**src/rtl/atm_pkg.sv**
```systemverilog
// Shared types and helpers for the ATM transaction controller.
package atm_pkg;

  typedef enum logic [2:0] {
    ESPERA      = 3'd0,
    PIN_ENTRADA = 3'd1,
    VERIFICAR   = 3'd2,
    TRANSACCION = 3'd3,
    BLOQUEADO   = 3'd4
  } atm_estado_t;

  localparam logic TIPO_DEPOSITO = 1'b0;
  localparam logic TIPO_RETIRO   = 1'b1;

  localparam int SAT_W = 128;

  // Unsigned add clamped to the all-ones value of a w-bit register (w < SAT_W).
  function automatic logic [SAT_W-1:0] sat_add(input logic [SAT_W-1:0] a,
                                               input logic [SAT_W-1:0] b,
                                               input int w);
    logic [SAT_W:0]   sum;
    logic [SAT_W-1:0] lim;
    lim = {SAT_W{1'b1}} >> (SAT_W - w);
    sum = {1'b0, a} + {1'b0, b};
    if (sum > {1'b0, lim}) begin
      sat_add = lim;
    end else begin
      sat_add = sum[SAT_W-1:0];
    end
  endfunction

endpackage

```
**src/rtl/atm_pin_captura.sv**
```systemverilog
// PIN digit collector: shifts digits in LSB-side, counts them and flags the
// strobe that completes a full PIN.
module atm_pin_captura
  import atm_pkg::*;
#(
  parameter int PIN_DIGITS = 4
) (
  input  logic                    CLK,
  input  logic                    RESET,
  input  logic                    clr,
  input  logic                    stb,
  input  logic [3:0]              digito,
  output logic [4*PIN_DIGITS-1:0] buffer,
  output logic                    done
);

  localparam int CNT_W = $clog2(PIN_DIGITS + 1);

  logic [4*PIN_DIGITS-1:0] buf_r;
  logic [CNT_W-1:0]        cnt_r;

  assign buffer = buf_r;
  assign done   = stb && (cnt_r == CNT_W'(PIN_DIGITS - 1));

  // Digit shift register and digit counter
  always_ff @(posedge CLK or negedge RESET) begin
    if (!RESET) begin
      buf_r <= '0;
      cnt_r <= '0;
    end else if (clr) begin
      buf_r <= '0;
      cnt_r <= '0;
    end else if (stb) begin
      buf_r <= {buf_r[4*PIN_DIGITS-5:0], digito};
      cnt_r <= cnt_r + CNT_W'(1);
    end else begin
      buf_r <= buf_r;
      cnt_r <= cnt_r;
    end
  end

endmodule

```
**src/rtl/atm_ctrl_param.sv**
```systemverilog
// Parametrised single-account ATM controller. Optional inactivity timeout
// (with TIEMPO_AGOTADO output) is built when ATM_TIMEOUT_EN is defined.
module atm_ctrl_param
  import atm_pkg::*;
#(
  parameter int               PIN_DIGITS      = 4,
  parameter int               MAX_INTENTOS    = 3,
  parameter int               MONTO_W         = 32,
  parameter int               BAL_W           = 64,
  parameter logic [BAL_W-1:0] BALANCE_INICIAL = BAL_W'(32'd696969),
  parameter int               TIMEOUT_CYC     = 1024
) (
  input  logic                    CLK,
  input  logic                    RESET,
  input  logic                    TARJETA_RECIBIDA,
  input  logic                    DIGITO_STB,
  input  logic [3:0]              DIGITO,
  input  logic [4*PIN_DIGITS-1:0] PIN,
  input  logic                    TIPO_TRANS,
  input  logic                    MONTO_STB,
  input  logic [MONTO_W-1:0]      MONTO,
  output logic [BAL_W-1:0]        BALANCE,
  output logic                    BALANCE_ACTUALIZADO,
  output logic                    ENTREGAR_DINERO,
  output logic                    FONDOS_INSUFICIENTES,
  output logic                    PIN_INCORRECTO,
  output logic                    ADVERTENCIA,
`ifdef ATM_TIMEOUT_EN
  output logic                    TIEMPO_AGOTADO,
`endif
  output logic                    BLOQUEO
);

  if (PIN_DIGITS < 2 || PIN_DIGITS > 8 || MAX_INTENTOS < 2 || MAX_INTENTOS > 15 ||
      BAL_W < MONTO_W || BAL_W >= SAT_W || TIMEOUT_CYC < 1) begin : g_bad_params
    $error("atm_ctrl_param: parameter out of range");
  end

  atm_estado_t             state_r, state_nxt_s;
  logic [BAL_W-1:0]        bal_r, bal_nxt_s, monto_ext_s, bal_dep_s;
  logic [3:0]              att_r, att_nxt_s, att_inc_s;
  logic                    adv_r, adv_nxt_s, blq_r;
  logic                    ba_r, ed_r, fi_r, pi_r;
  logic                    ba_nxt_s, ed_nxt_s, fi_nxt_s, pi_nxt_s;
  logic                    cap_stb_s, cap_clr_s, cap_done_s, pin_ok_s, to_s;
  logic [4*PIN_DIGITS-1:0] buffer_s;

  assign monto_ext_s = BAL_W'(MONTO);
  assign bal_dep_s   = BAL_W'(sat_add(SAT_W'(bal_r), SAT_W'(monto_ext_s), BAL_W));
  assign att_inc_s   = att_r + 4'd1;
  assign pin_ok_s    = (buffer_s == PIN);
  assign cap_stb_s   = DIGITO_STB && TARJETA_RECIBIDA && (state_r == PIN_ENTRADA);
  // Buffer is emptied while idle and right after every verification.
  assign cap_clr_s   = (state_r == ESPERA) || (state_r == VERIFICAR) || to_s;

  atm_pin_captura #(.PIN_DIGITS(PIN_DIGITS)) u_pin_captura (
    .CLK    (CLK),
    .RESET  (RESET),
    .clr    (cap_clr_s),
    .stb    (cap_stb_s),
    .digito (DIGITO),
    .buffer (buffer_s),
    .done   (cap_done_s)
  );

`ifdef ATM_TIMEOUT_EN
  localparam int TO_W = $clog2(TIMEOUT_CYC + 1);
  logic [TO_W-1:0] to_cnt_r;
  logic            to_run_s, to_pulse_r;

  assign to_run_s = TARJETA_RECIBIDA &&
                    ((state_r == PIN_ENTRADA) || (state_r == TRANSACCION));
  assign to_s     = to_run_s && !DIGITO_STB && !MONTO_STB &&
                    (to_cnt_r == TO_W'(TIMEOUT_CYC - 1));
  assign TIEMPO_AGOTADO = to_pulse_r;

  // Inactivity counter, restarted by any strobe or when not waiting on the user
  always_ff @(posedge CLK or negedge RESET) begin
    if (!RESET) begin
      to_cnt_r   <= '0;
      to_pulse_r <= 1'b0;
    end else begin
      to_pulse_r <= to_s;
      if (!to_run_s || DIGITO_STB || MONTO_STB || to_s) begin
        to_cnt_r <= '0;
      end else begin
        to_cnt_r <= to_cnt_r + TO_W'(1);
      end
    end
  end
`else
  assign to_s = 1'b0;
`endif

  // Next-state, attempt bookkeeping and transaction arithmetic
  always_comb begin
    state_nxt_s = state_r;
    bal_nxt_s   = bal_r;
    att_nxt_s   = att_r;
    adv_nxt_s   = adv_r;
    ba_nxt_s    = 1'b0;
    ed_nxt_s    = 1'b0;
    fi_nxt_s    = 1'b0;
    pi_nxt_s    = 1'b0;
    case (state_r)
      ESPERA: begin
        if (TARJETA_RECIBIDA) state_nxt_s = PIN_ENTRADA;
        else                  state_nxt_s = ESPERA;
      end
      PIN_ENTRADA: begin
        if (!TARJETA_RECIBIDA || to_s) state_nxt_s = ESPERA;
        else if (cap_done_s)           state_nxt_s = VERIFICAR;
        else                           state_nxt_s = PIN_ENTRADA;
      end
      VERIFICAR: begin
        if (pin_ok_s) begin
          att_nxt_s   = 4'd0;
          adv_nxt_s   = 1'b0;
          state_nxt_s = TARJETA_RECIBIDA ? TRANSACCION : ESPERA;
        end else begin
          // A wrong PIN counts even if the card is pulled in the same cycle.
          att_nxt_s = att_inc_s;
          pi_nxt_s  = 1'b1;
          if (att_inc_s == 4'(MAX_INTENTOS - 1)) adv_nxt_s = 1'b1;
          else                                   adv_nxt_s = adv_r;
          if (att_inc_s == 4'(MAX_INTENTOS)) state_nxt_s = BLOQUEADO;
          else if (TARJETA_RECIBIDA)         state_nxt_s = PIN_ENTRADA;
          else                               state_nxt_s = ESPERA;
        end
      end
      TRANSACCION: begin
        if (!TARJETA_RECIBIDA || to_s) begin
          state_nxt_s = ESPERA;
        end else if (MONTO_STB) begin
          state_nxt_s = TRANSACCION;
          if (TIPO_TRANS == TIPO_DEPOSITO) begin
            bal_nxt_s = bal_dep_s;
            ba_nxt_s  = 1'b1;
          end else if (monto_ext_s <= bal_r) begin
            bal_nxt_s = bal_r - monto_ext_s;
            ba_nxt_s  = 1'b1;
            ed_nxt_s  = 1'b1;
          end else begin
            fi_nxt_s  = 1'b1;
          end
        end else begin
          state_nxt_s = TRANSACCION;
        end
      end
      BLOQUEADO: state_nxt_s = BLOQUEADO;
      default:   state_nxt_s = ESPERA;
    endcase
  end

  // State, balance, attempt counter and registered outputs
  always_ff @(posedge CLK or negedge RESET) begin
    if (!RESET) begin
      state_r <= ESPERA;
      bal_r   <= BALANCE_INICIAL;
      att_r   <= 4'd0;
      adv_r   <= 1'b0;
      blq_r   <= 1'b0;
      ba_r    <= 1'b0;
      ed_r    <= 1'b0;
      fi_r    <= 1'b0;
      pi_r    <= 1'b0;
    end else begin
      state_r <= state_nxt_s;
      bal_r   <= bal_nxt_s;
      att_r   <= att_nxt_s;
      adv_r   <= adv_nxt_s;
      blq_r   <= (state_nxt_s == BLOQUEADO);
      ba_r    <= ba_nxt_s;
      ed_r    <= ed_nxt_s;
      fi_r    <= fi_nxt_s;
      pi_r    <= pi_nxt_s;
    end
  end

  assign BALANCE              = bal_r;
  assign BALANCE_ACTUALIZADO  = ba_r;
  assign ENTREGAR_DINERO      = ed_r;
  assign FONDOS_INSUFICIENTES = fi_r;
  assign PIN_INCORRECTO       = pi_r;
  assign ADVERTENCIA          = adv_r;
  assign BLOQUEO              = blq_r;

endmodule

```
**config.mk**
```make
export PLATFORM = sky130hd
export DESIGN_NAME = atm_ctrl_param
export DESIGN_NICKNAME = d
export VERILOG_FILES = /design/src/rtl/atm_pkg.sv /design/src/rtl/atm_pin_captura.sv /design/src/rtl/atm_ctrl_param.sv
export SDC_FILE = /design/constraint.sdc
export NUM_CORES = 1
export LEC_CHECK = 0
export ABC_CLOCK_PERIOD_IN_PS = 8250
export CAP_MARGIN = 25
export CORE_UTILIZATION = 60
export DETAILED_ROUTE_END_ITERATION = 7
export PLACE_DENSITY = 0.85
export SYNTH_ARGS = -nofsm -noshare
export SYNTH_HDL_FRONTEND = slang
export SYNTH_HIERARCHICAL = 1
export SYNTH_SLANG_ARGS = --single-unit
```
**constraint.sdc**
```tcl
create_clock -name CLK -period 8.25 [get_ports CLK]
set_clock_uncertainty 0.2 [all_clocks]
set_input_delay 2.475 -clock CLK [delete_from_list [all_inputs] [get_ports CLK]]
set_output_delay 2.475 -clock CLK [all_outputs]
set_load 0.02 [all_outputs]
```
==> flow_results.org, run 1 <==
** Routing
- Uppermost layer routed :: met4
- Wire length per cell after detailed routing :: 21.3 um
- Number of remaining DRC errors :: 0
- First drt pass iteration count :: 6
- In this run the remaining antenna-violating nets after routing total 0.
- Using the TritonRoute via totals, the vias-per-cell ratio works out to 7.02.
- For this block, the initial DRC count from the detailed router was 1551.
- Amount of wire on met2 after detailed routing :: 15000 um
- Via count :: 11300
- Met3 wire length :: 4000 um
- Summed over all layers, the routed wires come to 34200 um.
- Metal1 wirelength :: 13700 um

** STA
- Setup repair after global routing left no endpoint under its margin.
- Timing would allow up to 157 MHz.
- Tcrit/Tclk final :: 77.3%
- Post-route setup TNS :: 0 ns
- Setup violations remaining at the end of the flow were counted as 0.
- The total count of max-transition violations in the final report came to 0.
- Counting I/O delays and the setup requirement, the final critical path takes 6.38 ns.
- Max-slew headroom at the worst pin :: 22.6%
- Endpoints failing hold :: 0
- For the pin with the worst max-slew slack, the measured transition is 1.16 ns.

** Critical path
- For the worst flop-to-flop path, the logic depth is 14.
- The setup check on the worst reg-to-reg path leaves a slack of 4.06 ns.
- The most critical setup path has its startpoint at MONTO[19].
- Endpoint kind of the worst setup timing path :: flop
- The endpoint identified for the worst register-to-register timing path is BALANCE[45].
- Required @ worst endpoint :: 8.28 ns
- Crit Reg-Reg Startpoint :: BALANCE[0]
- The worst setup path is launched from a primary input.
- Data arrival time of the critical path :: 6.40 ns
- Classification of the worst setup path :: primary input to flop
- Maximum net fanout on the critical path :: 29

** Yosys
- After Yosys synthesis, and, or, nand and nor cells account for 24.0% of the synthesized area.
- In the synthesized netlist the dominant register cell turns out to be dfrtp_1.
- Post-synthesis adder-cell area fraction :: 8.84%
- Counting every instance in the synthesized netlist gives 1316.
- By area, the combinational part of the netlist is dominated by compound AO/OA/AOI/OAI gates.
- Cell area after synthesis :: 10200 um2
- Post-synthesis cell type count :: 100
- Multiplexer share of the synthesized area :: 2.96%
- Yosys warning total :: 6
- The number of nets handed over by synthesis was 1445.
- The synthesized netlist devotes 30.6% of its cell area to compound gates.
- Counting flops and latches in the post-synthesis netlist gives 96.
- A synthesized cell averages 7.76 um2.
- Summing the areas of all xor and xnor instances in the mapped netlist gives 2.74% of the synthesized area.
- Of all flip-flops after synthesis, the portion carrying an async set or reset was 100%.
- Share of synthesized area occupied by flip-flops and latches :: 23.6%
- Yosys mapped a number of flops with a built-in enable equal to 0.

** Power and ir drop
- Total leakage power :: 4.83 nW
- Dividing total power by cell area gives a power density of 95.8 nW/um2.
- VDD sags by at most 0.000107 V.
- Overall power consumption after layout is estimated at 0.00112 W.

** Finish
- Final layout net count :: 1512
- Number of filler cells placed in the layout :: 1408
- Relative to the synthesized area, the layout overhead comes to 14.9%.
- Number of diodes added for antenna fixing :: 0
- Leaving out filler cells and counting taps, the final layout contains 1608.
- Most common cell after layout, fill and taps aside :: nor2_1
- Fraction of final layout cells sized beyond drive strength 1 :: 6.84%
- Most frequent cells in the layout :: 135 x nor2_1, 125 x clkdlybuf4s50_1, 108 x a21oi_1, 103 x nand2_1, 88 x dfrtp_1

** Placed design
- Placer's final routability congestion estimate :: 1.02
- Half-perimeter wire length after detailed placement :: 24700 um
- Post-Place Cells :: 1592
- Port buffering added 127 buffers.

** GRT
- Gr ovfl total :: 0
- Number of global-route vias before repair :: 10500
- Pin count of the biggest net entering global routing :: 62
- The number of antenna violations at the first check in global routing is 0.
- Global router's overall resource usage :: 38.8%
- The first global-routing pass estimated 54800 um of wire.

** Hold path
- Cell count of the worst hold path :: 2
- The worst hold path terminates at BALANCE[15].
- The min-delay analysis places its worst path in the category flop to flop.
- Min-delay src :: BALANCE[15]

** Clock network
- Clock tree synthesis inserted a total of 9 buffers.
- TritonCTS built the clock tree.
- Cts hold-fix bufs :: 0
- In this run, post-CTS repair resized a total of 0 instances.
- For the worst-skew pair, the clock arrives at the later sink with an insertion delay of 0.36 ns.
- For this design, the sink count on the clock tree is 96.
- Root buffer selected by CTS :: clkbuf_16
- Clock-pin slew was measured on the worst setup and hold paths at 0.08 ns.
- Postcts setup bufs :: 0
- Max clock buf depth :: 2
- H-tree level count :: 3

** Floorplan
- For this configuration, the core starts out at a cell density of 61.6%.
- Core Footprint :: 16600 um2
- Ports placed on the boundary :: 128
- Total number of placement rows :: 47
- Measured along the y axis, the die boundary spans 132 um.
- Die area :: 17600 um2
- Measured along the x axis, the die boundary spans 132 um.

** Status
- The run finished with clean final reports.

** Run
- Number of max-capacitance violations reported :: 0
-- final cells by class --
| cell class | instances | area (um2) | share of cell area (%) |
|---|---|---|---|
| clock buffers | 9 | 225 | 1.92 |
| clock inverters | 7 | 81.3 | 0.693 |
| inverters | 82 | 308 | 2.62 |
| multi-input cells | 1054 | 7070 | 60.3 |
| flip-flops and latches | 96 | 2410 | 20.6 |
| well taps | 220 | 275 | 2.35 |
| repair buffers | 140 | 1360 | 11.6 |
-- registers in the layout, indices dropped and copies added (netlist names) --
| register | cells |
|---|---|
| BALANCE | 64 |
| u_pin_captura/buffer | 16 |
| att_r | 4 |
| state_r | 3 |
| u_pin_captura/cnt_r | 3 |
| ADVERTENCIA | 1 |
| BALANCE_ACTUALIZADO | 1 |
| BLOQUEO | 1 |
| ENTREGAR_DINERO | 1 |
| FONDOS_INSUFICIENTES | 1 |
| PIN_INCORRECTO | 1 |
-- power breakdown --
| group | switching, W | total (W) | internal (W) |
|---|---|---|---|
| Combinational | 0.000114 | 0.000188 | 0.0000741 |
| Clock | 0.000233 | 0.000451 | 0.000218 |
| Sequential | 0.0000115 | 0.000486 | 0.000474 |
| Total | 0.000358 | 0.00112 | 0.000766 |
-- worst max path at each step --
stage	to	slack (ns)	cells past startpoint
4_1_cts	BALANCE[31]	2.07	12
3_3_place_gp	BALANCE[47]	1.74	13
2_1_floorplan	BALANCE[63]	2.87	12
3_5_place_dp	BALANCE[31]	1.68	12
6_report	BALANCE[56]	1.87	13
5_1_grt	BALANCE[54]	1.70	12
-- metrics by stage --
stage | setup slack [ns] | utilization, % | hold WS [ns] | cell area (um2)
detailed placement | 1.68 | 68.9 | 0.303 | 11400
floorplan | 2.87 | - | 0.290 | 10200
CTS | 2.07 | 70.8 | 0.314 | 11700
global placement | 1.74 | 68.9 | 0.299 | 11400
finish | 1.87 | 70.8 | 0.310 | 11700
global route | 1.70 | 70.8 | 0.337 | 11700
-- critical path, cell delays in order --
cell and delay (ns):
clkdlybuf4s50_1 0.49, inv_1 0.06, ha_1 0.51, inv_1 0.15, a21oi_1 0.26, o31ai_1 0.19, a2111oi_2 0.59, nor2_1 0.20
o21ai_2 0.19, buf_4 0.40, nand2_1 0.41, o221ai_1 0.34, o41ai_1 0.12
-- synthesized netlist by cell type, drive strengths merged, types with 14 or more instances --
| master | number | area [um2] |
|---|---|---|
| xnor2 | 31 | 272 |
| nand4 | 27 | 205 |
| or3 | 14 | 87.6 |
| o31ai | 26 | 209 |
| a211oi | 29 | 243 |
| nor4 | 32 | 228 |
| a31oi | 25 | 163 |
| and3 | 23 | 149 |
| nor2 | 137 | 524 |
| buf | 45 | 283 |
| o21ai | 63 | 319 |
| a21oi | 112 | 583 |
| nand2 | 104 | 398 |
| mux2i | 28 | 280 |
| nand3 | 43 | 215 |
| o21bai | 17 | 128 |
| o211ai | 19 | 143 |
| clkbuf | 39 | 148 |
| a21o | 22 | 166 |
| nor3 | 35 | 180 |
| dfrtp | 88 | 2200 |
| ha | 69 | 863 |
| inv | 81 | 304 |
-- layer usage --
metal | global-route usage [%] | vias to the layer above
met4 | 19.1 | 0
met5 | 0 | -
met3 | 7.51 | 155
met2 | 59.5 | 869
met1 | 52.3 | 5203
li1 | - | 5055
-- cell families (layout without fill, tap and decap cells) --
family                     count (synthesis)  count (layout)
adders and majority gates                 71              71
xor gates and xnor gates                  32              32
buffers and inverters                    166             238
muxes                                     30              30
and+or+nand+nor                          476             476
AOI/OAI and AO/OA                        445             445
DFF                                       96              96
(Power assumes the default switching activity.)
==> run 2, diff against run 1 <==
ABC_CLOCK_PERIOD_IN_PS = 5100   (was 8250)
CORE_UTILIZATION = 52   (was 60)
PLACE_DENSITY = 0.78   (was 0.85)
clock period = 5.1 ns   (was 8.25 ns; I/O delays follow)
==> flow_results.org, run 2 (synthesized netlist as in run 1, its figures left out) <==
** GRT
- Global router's overall resource usage :: 38.1% (-0.68 points)
- The remaining global-route overflow was 0 (unchanged).
- Wire length of the first global-routing pass :: 59600 um (+8.8%)
- Pin count of the biggest net entering global routing :: 62 (unchanged)
- Number of global-route vias before repair :: 11200 (+6.4%)
- The number of antenna violations at the first check in global routing was 0 (unchanged).

** Power and ir drop
- Power density relative to cell area :: 143 nW/um2 (+50%)
- Largest voltage drop on the vdd net :: 0.000183 V (+71%)
- Total leakage power :: 5.62 nW (+16%)

** STA
- Post-route setup TNS :: 0 ns (unchanged)
- Max-slew headroom at the worst pin :: 19.2% (-3.4 points)
- Based on the critical path, the design can be clocked at up to 200 MHz.
- Tcrit/Tclk final :: 98.3%
- Counting I/O delays and the setup requirement, the final critical path takes 5.01 ns.
- The setup violation total in the final timing report came to 0 (unchanged).
- The transition time at the pin with the least slew margin came to 1.20 ns (+0.0443 ns).
- Max Transition Viols Final :: 0 (unchanged)
- Endpoints failing hold :: 0 (unchanged)
- Setup repair after global routing left no endpoint under its margin.
- The final-layout worst hold slack is 0.313 ns (+0.00345 ns).

** Critical path
- Crit-path most repeated cell :: inv_1
- The endpoint arrival time on the critical path came to 5.04 ns (-1.36 ns).
- In this run the critical register-to-register path is captured at BALANCE[38].
- STA classifies the critical path startpoint as a primary input.
- Walking the worst path, the cells encountered are clkdlybuf4s50_1 -> inv_1 -> ha_1 -> inv_1 -> a221o_1 -> nor3_1 -> or3_1 -> a21o_1 -> a21boi_2 -> nor2_1 -> and3_1 -> a211oi_2.
- Crit path buffers/inverters :: 3 (-1)
- Endpoint kind of the worst setup timing path :: flop
- Crit Reg-Reg Startpoint :: BALANCE[0]
- Length in cells of the worst reg-to-reg path :: 13 (-1)
- The longest individual stage delay on the worst path came to 0.88 ns (+0.29 ns).
- The required time reported for the critical path endpoint came to 5.12 ns (-3.16 ns).
- The largest fanout of any net on the critical path came to 10 (-66%).
- The critical path in this run is classified as primary input to flop.
- The setup slack of the worst register-to-register path was 1.24 ns (-2.82 ns).
- Broken down by cell family, the worst path's largest delay share belongs to simple AND/OR/NAND/NOR gates.
- Slowest-stage cell, CP :: nor2_1

** Finish
- Final layout net count :: 1675 (+11%)
- The library cell used most frequently in the layout, excluding fill and tap cells, is buf_4.
- Fraction of final layout cells sized beyond drive strength 1 :: 16.8% (+10 points)
- The area growth from synthesis to layout is 27.9%.
- Most frequent cells in the layout :: 174 x buf_4, 135 x nor2_1, 125 x clkdlybuf4s50_1, 108 x a21oi_1, 103 x nand2_1
- The total inserted antenna cells is 0 (unchanged).
- The flip-flop count of the largest register, all copies and words added is 64 (unchanged).

** Hold path
- Cell count of the worst hold path :: 2 (unchanged)
- Tightest Hold Check Type :: flop to flop
- The path with the worst hold slack has its endpoint at BALANCE[7].
- Min-delay src :: BALANCE[7]

** Routing
- The number of routed nets with antenna violations is 0 (unchanged).
- The total length of routed wires came to 37700 um (+10%).
- The per-cell via count in the routed design was 6.41 (-8.6%).
- Via count :: 11600 (+2.9%)
- Wire length per cell after detailed routing :: 20.8 um (-2.1%)
- The detailed-route DRC error count is 0 (unchanged).
- The count of TritonRoute iterations in the first routing pass came to 6 (unchanged).
- The number of violations reported at the end of detailed-routing iteration 0 is 1259 (-19%).

** Clock network
- The count of hold buffers inserted by post-cts repair came to 0 (unchanged).
- TritonCTS built the clock tree.
- Register clock-pin slew on the reported worst setup and hold paths :: 0.08 ns (about the same)
- The quantity of gates resized following cts was 0 (unchanged).
- The cell sitting at the root of the clock tree is a clkbuf_16.
- Number of buffers inserted during clock tree synthesis :: 9 (unchanged)
- Clock Latency Late Sink :: 0.37 ns (about the same)
- H-tree level count :: 3 (unchanged)
- Postcts setup bufs :: 0 (unchanged)
- The buffer depth of the longest clock path was 2 (unchanged).
- The number of sinks driven by the clock tree came to 96 (unchanged).

** Floorplan
- The number of primary I/O pins is 128 (unchanged).
- The chip height was 142 um (+7.3%).
- X dimension of the die :: 142 um (+7.3%)
- Total number of placement rows :: 50 (+6.4%)
- Initial core utilization :: 53.9% (-7.7 points)
- The die outline area was 20200 um2 (+15%).
- The area of the core region is 19000 um2 (+14%).

** Placed design
- The routability congestion estimate is 1.05 (+3.1%).
- The quantity of I/O buffers inserted on ports came to 127 (unchanged).
- The detailed-placement wirelength estimate is 28700 um (+16%).

** Status
- The run finished with clean final reports.

** Run
- Number of max-capacitance violations reported :: 0 (unchanged)
[run 2: cell types whose count changed in the layout (fill, tap and decap cells not counted)]
cell       delta
a2111oi_0     -1
nor4_2        +2
nor4_1        -2
nor2b_1       -1
inv_12        +1
a2111oi_1     +1
buf_12        +3
nor2b_2       +1
clkinv_8      -1
buf_4       +160
[run 2: report_power, final]
group	total (W)	switching [W]	internal (W)
combinational	0.000355	0.000198	0.000157
sequential	0.000786	0.0000184	0.000767
clock	0.000731	0.000377	0.000354
total	0.00187	0.000594	0.00128
[run 2: worst max path at each step]
stage	startpoint	to	slack [ns]	cells after the start
after floorplan	MONTO[0]	BALANCE[63]	0.66	12
after global placement	MONTO[20]	BALANCE[59]	-0.17	12
after detailed placement	MONTO[0]	BALANCE[6]	-0.21	14
after CTS	MONTO[0]	BALANCE[6]	0.16	14
after global routing	MONTO[0]	BALANCE[6]	0.009	14
final	MONTO[5]	BALANCE[50]	0.09	12
[run 2: layout make-up]
class / instances / area (um2)
Timing Repair Buffer: 303 / 2620
Inverter: 82 / 308
Tap cell: 260 / 325
Clock buffer: 9 / 225
Fill cell: 1606 / 5890
Multi-Input combinational cell: 1054 / 7090
Clock inverter: 7 / 81.3
Sequential cell: 96 / 2410
[run 2: tightest hold or removal path, cell delays in order, from the launching register on]
cell and delay, ns:
dfstp_2 0.39, nand2_1 0.05, o21ai_0 0.07
[run 2: layer usage]
metal / global-route usage [%] / routed length, um / vias to the layer above
met2: 58.4 / 16500 / 672
li1: - / - / 5381
met1: 51.7 / 15900 / 5462
met3: 8.08 / 4000 / 98
met4: 16.2 / 1320 / 0
met5: 0 / 0 / -
[run 2: through the flow]
step	area (um2)	worst slack, ns	util (%)	instances	power [W]
after global placement	12700	-0.171	67.2	1795	0.00114
after detailed placement	12700	-0.214	67.2	1795	0.00115
after floorplan	10200	0.663	-	1316	0.000981
after CTS	13000	0.156	68.8	1811	0.00188
after global routing	13100	0.00871	68.9	1811	0.00194
final	13100	0.0882	68.9	1811	0.00187
